$ cat config.mk
export PLATFORM = sky130hd
export DESIGN_NAME = sequence_generator_serial
export DESIGN_NICKNAME = d
export VERILOG_FILES = /design/src/rtl/sequence_generator_serial.sv
export SDC_FILE = /design/constraint.sdc
export NUM_CORES = 1
export LEC_CHECK = 0
export CAP_MARGIN = 20
export CORE_MARGIN = 4
export CORE_UTILIZATION = 50
export DETAILED_ROUTE_END_ITERATION = 10
export GPL_ROUTABILITY_DRIVEN = 0
export PLACE_DENSITY = 0.85
export SYNTH_ARGS = -nofsm -noshare
export SYNTH_HDL_FRONTEND = slang
export SYNTH_SLANG_ARGS = --single-unit
$ cat constraint.sdc
create_clock -name clk -period 2.2 [get_ports clk]
set_clock_uncertainty 0.15 [all_clocks]
set_input_delay 0.22 -clock clk [delete_from_list [all_inputs] [get_ports clk]]
set_output_delay 0.22 -clock clk [all_outputs]
set_load 0.03 [all_outputs]
$ cat src/rtl/sequence_generator_serial.sv
// Serial pattern transmitter.
// Sends the low `len` bits of a latched pattern MSB-first, one bit per clock
// where bit_en is high, optionally repeating the field back-to-back.
// The repetition-count port is named repeat_num because `repeat` is a reserved
// word in SystemVerilog.
module sequence_generator_serial #(
    parameter int PATTERN_W = 8,
    parameter int LEN_W     = 4,
    parameter int REP_W     = 4
) (
    input  logic                 clk,
    input  logic                 reset_n,
    input  logic                 start,
    input  logic [PATTERN_W-1:0] pattern,
    input  logic [LEN_W-1:0]     len,
    input  logic [REP_W-1:0]     repeat_num,
    input  logic                 bit_en,
    input  logic                 abort,
    output logic                 data_out,
    output logic                 data_valid,
    output logic                 busy,
    output logic                 done,
    output logic [1:0]           state_out
);

    typedef enum logic [1:0] {
        IDLE  = 2'd0,
        SHIFT = 2'd1,
        DONE  = 2'd2
    } state_t;

    localparam logic [LEN_W-1:0] MAX_LEN = LEN_W'(PATTERN_W);

    state_t               state;
    logic [PATTERN_W-1:0] pat_q;
    logic [LEN_W-1:0]     len_q;
    logic [LEN_W-1:0]     idx;
    logic [REP_W-1:0]     rep_cnt;

    logic [LEN_W-1:0]     len_clamped;
    logic                 cur_bit;

    // Requested lengths beyond the pattern width are limited to the full pattern.
    assign len_clamped = (len > MAX_LEN) ? MAX_LEN : len;

    // A one-hot mask selects the bit at idx; this avoids an index of mismatched width.
    assign cur_bit = |(pat_q & ({{(PATTERN_W-1){1'b0}}, 1'b1} << idx));

    assign busy      = (state == SHIFT);
    assign done      = (state == DONE);
    assign state_out = state;

    // Control FSM plus the shift datapath; all outputs except busy/done/state_out are registered.
    always_ff @(posedge clk or negedge reset_n) begin
        if (!reset_n) begin
            state      <= IDLE;
            pat_q      <= '0;
            len_q      <= '0;
            idx        <= '0;
            rep_cnt    <= '0;
            data_out   <= 1'b0;
            data_valid <= 1'b0;
        end else begin
            case (state)
                IDLE: begin
                    data_valid <= 1'b0;
                    if (start) begin
                        if (len_clamped == '0) begin
                            state <= DONE;
                        end else begin
                            pat_q   <= pattern;
                            len_q   <= len_clamped;
                            idx     <= len_clamped - LEN_W'(1);
                            rep_cnt <= repeat_num;
                            state   <= SHIFT;
                        end
                    end
                end
                SHIFT: begin
                    if (abort) begin
                        data_valid <= 1'b0;
                        state      <= IDLE;
                    end else if (bit_en) begin
                        data_out   <= cur_bit;
                        data_valid <= 1'b1;
                        if (idx != '0) begin
                            idx <= idx - LEN_W'(1);
                        end else if (rep_cnt != '0) begin
                            rep_cnt <= rep_cnt - REP_W'(1);
                            idx     <= len_q - LEN_W'(1);
                        end else begin
                            state <= DONE;
                        end
                    end else begin
                        data_valid <= 1'b0;
                    end
                end
                DONE: begin
                    data_valid <= 1'b0;
                    state      <= IDLE;
                end
                default: begin
                    data_valid <= 1'b0;
                    state      <= IDLE;
                end
            endcase
        end
    end

endmodule
==> reports/results.ini, run 1 <==
[yosys]
syn-cell-area_sq_um = 1310
yosysTopAreaCellShare_pct = 45.8
synth_edf_count = 0
netlist_instances = 142
yosys-top-cells-count = 47 x nand2_1, 24 x dfrtp_1, 10 x o21ai_0
yosys-top-cells-area = dfrtp_1 46%, nand2_1 13%, o21ai_0 3.8%
syn_avg_cell_area_sq_um = 9.23
yosysMostFrequentCell = nand2_1
synth-seq-area-share_pct = 45.8
synth_seq_cells = 24
yosys_warnings = 0
ys_types = 39
async_flop_share_pct = 100
yosysTopAreaCell = dfrtp_1
synth_ff_type = dfrtp_1
syn-num-nets = 165

[setup_path]
rr_worst_depth = 5
cp.arrival_ns = 1.67
crit_path_max_fanout = 6
cp-start-kind = flip-flop
path_class = flip-flop to output pin
end_kind = output pin
cp_data_required_time_ns = 1.83

[cts]
cts_tree = yes
clk_pin_slew_ns = 0.12
cts_sinks = 24
cts_repair_resize_count = 1
cts_buffers = 3
hold_buffers = 0
clk_latency_ns = 0.31
clockBufferDepth = 2
post_cts_buffers = 0
clock-root-buffer = clkbuf_4
htree_levels = 1

[global_routing]
grt.overflow.total = 0
grt_pass1_vias = 1171
grt_use_met1_pct = 22.1
grt_use_met2_pct = 34.5
grt_usage_pct = 19.1
busiest_layer = met2
grt_use_met3_pct = 3.70
grt_max_degree = 25
antenna_found_initial = 0
grt_pass1_wl_microns = 5110

[detailed_routing]
num_vias = 1119
routed_wl_microns = 2820
wire_per_inst_microns = 13.8
remaining_drc_errors = 0
firstDrtPassIters = 4
viasPerCell = 5.49
ant_nets = 0
drtIter0Drc = 35

[outcome]
outcome = finished, final reports clean

[place]
dpl.hpwl_microns = 2180
io_buffer_count = 26
dp.cells = 201
placed_area_sq_um = 1660

[timing]
setup_viol = 0
fmax_mhz = 489
slew_violations = 0
hold_viol = 0
slew_headroom_pct = 72.2
finalSetupTns_ns = 0
tightest_slew_ns = 0.416
fin_crit_ns = 2.04
grt_setup_unrepaired = false
fin_crit_sh_pct = 92.9

[layout]
insertedDiodeCount = 0
drive_gt1_share_pct = 12.1
nNetsFinal = 199
synthToLayoutAreaGrowth_pct = 28.0
fillers = 214
stdcell_area_sq_um = 1680
fin_cells = 204

[pwr]
ir_worst_vdd_v = 0.000551
p_leak_nw = 0.760
powerDensity_nw_per_um2 = 960

[job]
cap_violations = 0

[floorplan]
dieArea_sq_um = 3500
core_sq_um = 2480
rows = 18
die_h_microns = 59.2
ios = 27
start_util_pct = 52.9
die_x_microns = 59.2

[min_path]
hp-class = primary input to asynchronous set/reset pin

[cells in the final DEF (no fill, tap or decap), drive strengths merged, types with 2 or more instances in the layout]
master          n
nand2          48
nor2            7
nand3           3
nand2b          3
o21ai          11
mux4            2
inv             3
nor4b           2
o22ai           3
a21oi           5
clkdlybuf4s50  25
buf             9
clkbuf          3
nor2b           2
o211ai          2
dfrtp          24
or4             2
ha              2
nor3b           2
[state kept, by name (all words and copies together) (netlist names)]
signal      flops
data_out        1
rep_cnt         4
idx             4
pat_q           8
len_q           4
state_out       2
data_valid      1
[stage by stage]
| step | utilization [%] | hold slack [ns] | setup slack [ns] | total power [mW] |
|---|---|---|---|---|
| after CTS | 67.7 | 0.108 | 0.140 | 1.63 |
| after global placement | 66.8 | 0.302 | 0.0624 | 1.39 |
| after floorplan | - | -0.226 | 0.116 | 1.18 |
| after global routing | 67.7 | 0.105 | 0.0346 | 1.75 |
| final | 67.7 | 0.0995 | 0.155 | 1.61 |
| after detailed placement | 66.8 | 0.307 | 0.0244 | 1.43 |
[worst max-delay path, stage by stage, from the launching register on]
cell and delay, ns:
dfrtp_1 0.48, and2b_1 0.22, clkdlybuf4s50_1 0.66
[final timing paths]
| kind | startpoint | to | slack (ns) |
|---|---|---|---|
| worst max-delay path | state_out[0] | done | 0.16 |
| worst min-delay path | reset_n | state_out[0] | 0.1 |
| worst max register to register | idx[1] | idx[1] | 0.17 |
| worst min register to register | pat_q[3] | pat_q[3] | 0.33 |
| max in group asynchronous | reset_n | len_q[0] | 1.56 |
| min in group clk | pattern[4] | pat_q[4] | 0.27 |
[cell type report]
class                      instances  area (sq um)  share of cell area [%]
clock buffer                       3          22.5                    1.34
inverter                           4          20.0                    1.19
multi-input combinational        108           657                    39.2
sequential                        24           601                    35.8
tap                               30          37.5                    2.24
timing repair buffer              35           339                    20.2
[power breakdown]
group / total, mW / internal, mW / switching (mW)
registers: 0.719 / 0.579 / 0.140
logic: 0.697 / 0.340 / 0.357
clock network: 0.192 / 0.0641 / 0.128
total: 1.61 / 0.983 / 0.625
[kinds of logic (layout without fill, tap and decap cells)]
group,after synthesis,count (layout),synth area share (%)
AND/OR/NAND/NOR,75,75,28.6
AO/OA/AOI/OAI,27,27,14.8
flip-flops,24,24,45.8
buffers and inverters,10,42,4.01
multiplexers,3,3,4.20
adder cells (fa/ha/maj),2,2,1.91
XOR/XNOR,1,1,0.669
[layer usage]
metal  up-vias  wire length (microns)
met5         -                      0
met4         0                     32
met3         4                    176
met2        31                   1470
met1       535                   1130
li1        549                      -
(Power assumes the default switching activity.)
==> inputs of run 2 (changes only) <==
- CORE_UTILIZATION: 50 -> 45
- PLACE_DENSITY: 0.85 -> 0.81
- clock period: 2.2 -> 1.75 ns (I/O delays scaled with it)
==> reports/results.ini, run 2 (synthesis gave the netlist of run 1 again) <==
[pwr]
powerDensity_nw_per_um2 = 1370  ; +43%
finalPower_mw = 2.94  ; +83%
p_leak_nw = 1.01  ; +33%
ir_worst_vdd_v = 0.00115  ; +110%

[timing]
tightest_slew_ns = 0.330  ; -0.0857 ns
setup_viol = 10  ; +10
slew_headroom_pct = 78.0  ; +5.7 points
holdWs_ns = 0.0121  ; -0.0874 ns
grt_setup_unrepaired = true
slew_violations = 0  ; unchanged
hold_viol = 0  ; unchanged
fmax_mhz = 519
fin_crit_sh_pct = 110
fin_crit_ns = 1.93
setup_ws_ns = -0.176  ; -0.332 ns

[global_routing]
grt_max_degree = 25  ; unchanged
grt_pass1_vias = 1378  ; +18%
grt_usage_pct = 22.9  ; +3.8 points
grt.overflow.total = 0  ; unchanged
antenna_found_initial = 0  ; unchanged
grt_pass1_wl_microns = 6260  ; +23%

[setup_path]
cp_data_required_time_ns = 1.90  ; +0.07 ns
rr_worst_depth = 6  ; +1
cp-start-kind = flip-flop
end_kind = flip-flop
crit_path_max_fanout = 4  ; -2
timing.rr.start = state_out[0]
path_cells = buf_4 -> or3b_1 -> o22ai_2 -> o211ai_1 -> or4_1 -> nand3_1
worst_path_dominant_cell_family = simple AND/OR/NAND/NOR gates
rr_endpoint = idx[3]
startpoint = state_out[0]
cp.arrival_ns = 2.08  ; +0.41 ns
worstSetupEndpoint = idx[3]
reg2reg_slack_ns = -0.18  ; -0.35 ns
path_class = flip-flop to flip-flop
crit_cells = 6  ; +4
cpPeakStageDelay_ns = 0.45  ; -0.21 ns
critPathSlowestCell = or4_1
crit_buf_inv = 1  ; unchanged

[cts]
hold_buffers = 0  ; unchanged
clock-root-buffer = clkbuf_4
clk_pin_slew_ns = 0.14  ; +0.02 ns
htree_levels = 1  ; unchanged
clockBufferDepth = 2  ; unchanged
cts_sinks = 24  ; unchanged
clk_latency_ns = 0.35  ; +0.04 ns
cts_buffers = 3  ; unchanged
cts_tree = yes

[detailed_routing]
viasPerCell = 5.54  ; +0.98%
drtIter0Drc = 66  ; +89%
remaining_drc_errors = 0  ; unchanged
ant_nets = 0  ; unchanged
firstDrtPassIters = 4  ; unchanged
num_vias = 1346  ; +20%
wire_per_inst_microns = 16.7  ; +21%
routed_wl_microns = 4070  ; +44%

[place]
io_buffer_count = 26  ; unchanged
dpl.hpwl_microns = 2630  ; +21%
dp.cells = 226  ; +12%

[layout]
multi_input_area_sq_um = 771  ; +17%
drive_gt1_share_pct = 40.6  ; +28 points
final_common_cell = nand2_1
synthToLayoutAreaGrowth_pct = 63.1
fin_cells = 243  ; +19%
mostFrequentLayoutCells = 43 x nand2_1, 36 x buf_4, 22 x dfrtp_1, 21 x clkdlybuf4s50_1, 10 x buf_6
largest_register_ffs = 8  ; unchanged
fillers = 182  ; -15%
register_area_sq_um = 603  ; +0.42%
largest_register = pat_q
insertedDiodeCount = 0  ; unchanged
nNetsFinal = 236  ; +19%

[floorplan]
start_util_pct = 47.5  ; -5.4 points
ios = 27  ; unchanged
core_sq_um = 2760  ; +11%
die_x_microns = 62.0  ; +4.7%
rows = 19  ; +1
dieArea_sq_um = 3840  ; +9.6%
die_h_microns = 62.0  ; +4.7%

[outcome]
outcome = complete, but fails checks
violations = setup timing

[min_path]
hp-class = primary input to asynchronous set/reset pin

[job]
cap_violations = 0  ; unchanged

[run 2: cell count changes in the layout (fill, tap and decap cells not counted), moves of 3 or more]
cell and delta:
buf_4 +28, o21ai_1 +6, o21ai_2 +3, clkdlybuf4s50_1 -4, nand2_1 -4, buf_6 +10
o21ai_0 -9
[run 2: routing by layer]
layer | up-vias | share of wire, % | track usage [%]
li1 | 628 | - | -
met1 | 667 | 38 | 25.7
met5 | - | 0 | 0
met4 | 0 | 2.7 | 8.48
met3 | 11 | 5.2 | 6.61
met2 | 40 | 54 | 40.8
[run 2: per-stage QoR]
| stage | setup slack (ns) | utilization [%] | TNS, ns | cell area, sq um |
|---|---|---|---|---|
| final | -0.176 | 77.5 | -1.08 | 2140 |
| after global routing | -0.242 | 77.5 | -1.55 | 2140 |
| after CTS | -0.111 | 74.6 | -0.449 | 2060 |
| after detailed placement | -0.376 | 67.0 | -5.99 | 1850 |
| after global placement | -0.333 | 67.0 | -5.25 | 1850 |
| after floorplan | -0.196 | - | -0.392 | 1320 |
[run 2: how the worst min path moves through the flow]
stage	start	slack (ns)	to	depth (start not counted)
CTS	reset_n	0.03	rep_cnt[3]	2
detailed placement	pat_q[1]	0.31	pat_q[1]	2
floorplan	reset_n	-0.27	data_out	0
global placement	pat_q[6]	0.30	pat_q[6]	2
finish	reset_n	0.01	rep_cnt[3]	2
global route	reset_n	0.05	rep_cnt[3]	2
[run 2: repair_timing]
action                                  in CTS  in global routing
buffers inserted                             7                  9
hold endpoints to repair                     0                  0
cloned                                       0                  0
endpoints found under the setup margin      13                 13
pin swaps                                   11                  8
gates resized for setup                     39                 12
[run 2: report_power, final]
part / total (mW) / internal [mW] / switching [mW]
sequential: 0.893 / 0.730 / 0.163
clock: 0.427 / 0.232 / 0.195
combinational: 1.62 / 0.858 / 0.760
[run 2: worst register-to-register path, stage by stage, from the launching register on]
cell and delay (ns):
dfrtp_2 0.42, buf_4 0.12, or3b_1 0.36, o22ai_2 0.13, o211ai_1 0.14, or4_1 0.45, nand3_1 0.10
[run 2: layout make-up]
cell class | count | area share, %
Sequential cell | 24 | 28.2
Multi-Input combinational cell | 108 | 36.1
Clock inverter | 1 | 1.41
Timing Repair Buffer | 72 | 30.3
Clock buffer | 3 | 1.05
Inverter | 4 | 1.11
Tap cell | 31 | 1.81
==> inputs of run 3 (changes only) <==
- MAX_ROUTING_LAYER: default -> met4
==> reports/results.ini, run 3 (synthesis gave the netlist of run 1 again) <==
[outcome]
violations = setup timing
outcome = complete, but fails checks

[layout]
mostFrequentLayoutCells = 43 x nand2_1, 37 x buf_4, 22 x dfrtp_1, 21 x clkdlybuf4s50_1, 10 x buf_6
largest_register_ffs = 8  ; unchanged
largest_register = pat_q
fin_cells = 244  ; +0.41%
insertedDiodeCount = 0  ; unchanged
drive_gt1_share_pct = 40.8  ; +0.28 points
nNetsFinal = 237  ; +0.42%
final_common_cell = nand2_1
synthToLayoutAreaGrowth_pct = 63.7

[cts]
cts_sinks = 24  ; unchanged
cts_tree = yes
clk_latency_ns = 0.36  ; about the same
clock-root-buffer = clkbuf_4
clockBufferDepth = 2  ; unchanged
clk_pin_slew_ns = 0.14  ; about the same
hold_buffers = 0  ; unchanged
htree_levels = 1  ; unchanged
cts_buffers = 3  ; unchanged

[timing]
fmax_mhz = 519  ; about the same
tightest_slew_ns = 0.327  ; -0.00256 ns
grt_setup_unrepaired = true
hold_viol = 0  ; unchanged
slew_violations = 0  ; unchanged
fin_crit_ns = 1.93  ; +0.00160 ns
slew_headroom_pct = 78.1  ; +0.17 points
setup_ws_ns = -0.178  ; -0.00160 ns
setup_viol = 10  ; unchanged
fin_crit_sh_pct = 110  ; about the same
holdWs_ns = 0.00649  ; -0.00557 ns

[setup_path]
cp-start-kind = flip-flop
cp_data_required_time_ns = 1.91  ; about the same
rr_worst_depth = 6  ; unchanged
crit_path_max_fanout = 4  ; unchanged
worstSetupEndpoint = idx[3]
timing.rr.start = state_out[0]
end_kind = flip-flop
cp.arrival_ns = 2.08  ; about the same
reg2reg_slack_ns = -0.18  ; about the same
rr_endpoint = idx[3]
startpoint = state_out[0]
path_class = flip-flop to flip-flop

[place]
io_buffer_count = 26  ; unchanged
pre_cts_slack_ns = -0.376  ; unchanged
dp.cells = 226  ; unchanged
dpl.hpwl_microns = 2630  ; unchanged

[pwr]
clkPwrFrac_pct = 14.5  ; about the same
finalPower_mw = 2.96  ; +0.73%
p_comb_share_pct = 55.3  ; +0.2 points
p_sw_share_pct = 38.1  ; about the same
p_int_mw = 1.83  ; +0.70%
power_frac_seq_pct = 30.1  ; -0.3 points
ir_worst_vdd_v = 0.00116  ; +0.61%
switching_power_mw = 1.13  ; +0.78%
p_leak_nw = 1.02  ; +0.46%
powerDensity_nw_per_um2 = 1380  ; +0.38%

[global_routing]
busiest_layer = met2
grt_max_degree = 25  ; unchanged
grt_pass1_vias = 1373  ; -0.36%
grt_pass1_wl_microns = 6270  ; +0.11%
grt.overflow.total = 0  ; unchanged
antenna_found_initial = 0  ; unchanged
grt_use_met3_pct = 6.20  ; -0.41 points
grt_usage_pct = 23.7  ; +0.80 points
grt_use_met2_pct = 41.1  ; +0.30 points
grt_use_met1_pct = 26.0  ; +0.26 points

[detailed_routing]
num_vias = 1369  ; +1.7%
routed_wl_microns = 4100  ; +0.91%
drtIter0Drc = 56  ; -15%
firstDrtPassIters = 5  ; +1
viasPerCell = 5.61  ; +1.3%
wire_per_inst_microns = 16.8  ; +0.50%
ant_nets = 0  ; unchanged
remaining_drc_errors = 0  ; unchanged

[floorplan]
dieArea_sq_um = 3840  ; unchanged
start_util_pct = 47.5  ; unchanged
core_sq_um = 2760  ; unchanged
rows = 19  ; unchanged
die_h_microns = 62.0  ; unchanged
die_x_microns = 62.0  ; unchanged
ios = 27  ; unchanged

[min_path]
hp-class = primary input to asynchronous set/reset pin

[job]
cap_violations = 0  ; unchanged

## run 3: cell types whose count changed in the layout (fill, tap and decap cells not counted)
cell   before  now
buf_4      36   37
## run 3: metal layers
metal  up-vias  routed length [microns]
met5         -                        0
met4         0                      124
met3        12                      246
met2        54                     2140
met1       675                     1590
li1        628                        -
## run 3: area by class of cell
class	instances	area [sq um]
Inverter	4	23.8
Multi-Input combinational cell	108	771
Clock buffer	3	22.5
Tap cell	31	38.8
Sequential cell	24	603
Clock inverter	1	30.0
Timing Repair Buffer	73	656
Fill cell	181	613
## run 3: metrics by stage
| step | area (sq um) | TNS, ns | utilization (%) |
|---|---|---|---|
| 6_report | 2140 | -1.03 | 77.8 |
| 5_1_grt | 2140 | -1.57 | 77.8 |
| 4_1_cts | 2060 | -0.449 | 74.6 |
| 2_1_floorplan | 1320 | -0.392 | - |
| 3_5_place_dp | 1850 | -5.99 | 67.0 |
| 3_3_place_gp | 1850 | -5.25 | 67.0 |
## run 3: repair_timing
action / in CTS / in global routing
pin swaps: 11 / 9
gates resized for setup: 39 / 12
endpoints found under the setup margin: 13 / 13
setup buffers: 7 / 10
## run 3: power by group through the flow
stage	Sequential (mW)	Combinational, mW	Clock [mW]
after global placement	0.869	1.12	0
after floorplan	0.892	0.608	0
after detailed placement	0.882	1.18	0
final	0.892	1.64	0.430
after global routing	0.910	1.74	0.456
after CTS	0.887	1.45	0.429
## run 3: worst min-delay path by stage
| stage | from | end | cells past startpoint |
|---|---|---|---|
| after global routing | reset_n | rep_cnt[3] | 2 |
| after floorplan | reset_n | data_out | 0 |
| final | reset_n | rep_cnt[3] | 2 |
| after global placement | pat_q[6] | pat_q[6] | 2 |
| after CTS | reset_n | rep_cnt[3] | 2 |
| after detailed placement | pat_q[1] | pat_q[1] | 2 |
## run 3: worst max-delay path: stages (launching register included)
cell	delay, ns
dfrtp_2	0.43
buf_4	0.12
or3b_1	0.36
o22ai_2	0.14
o211ai_1	0.14
or4_1	0.45
nand3_1	0.10
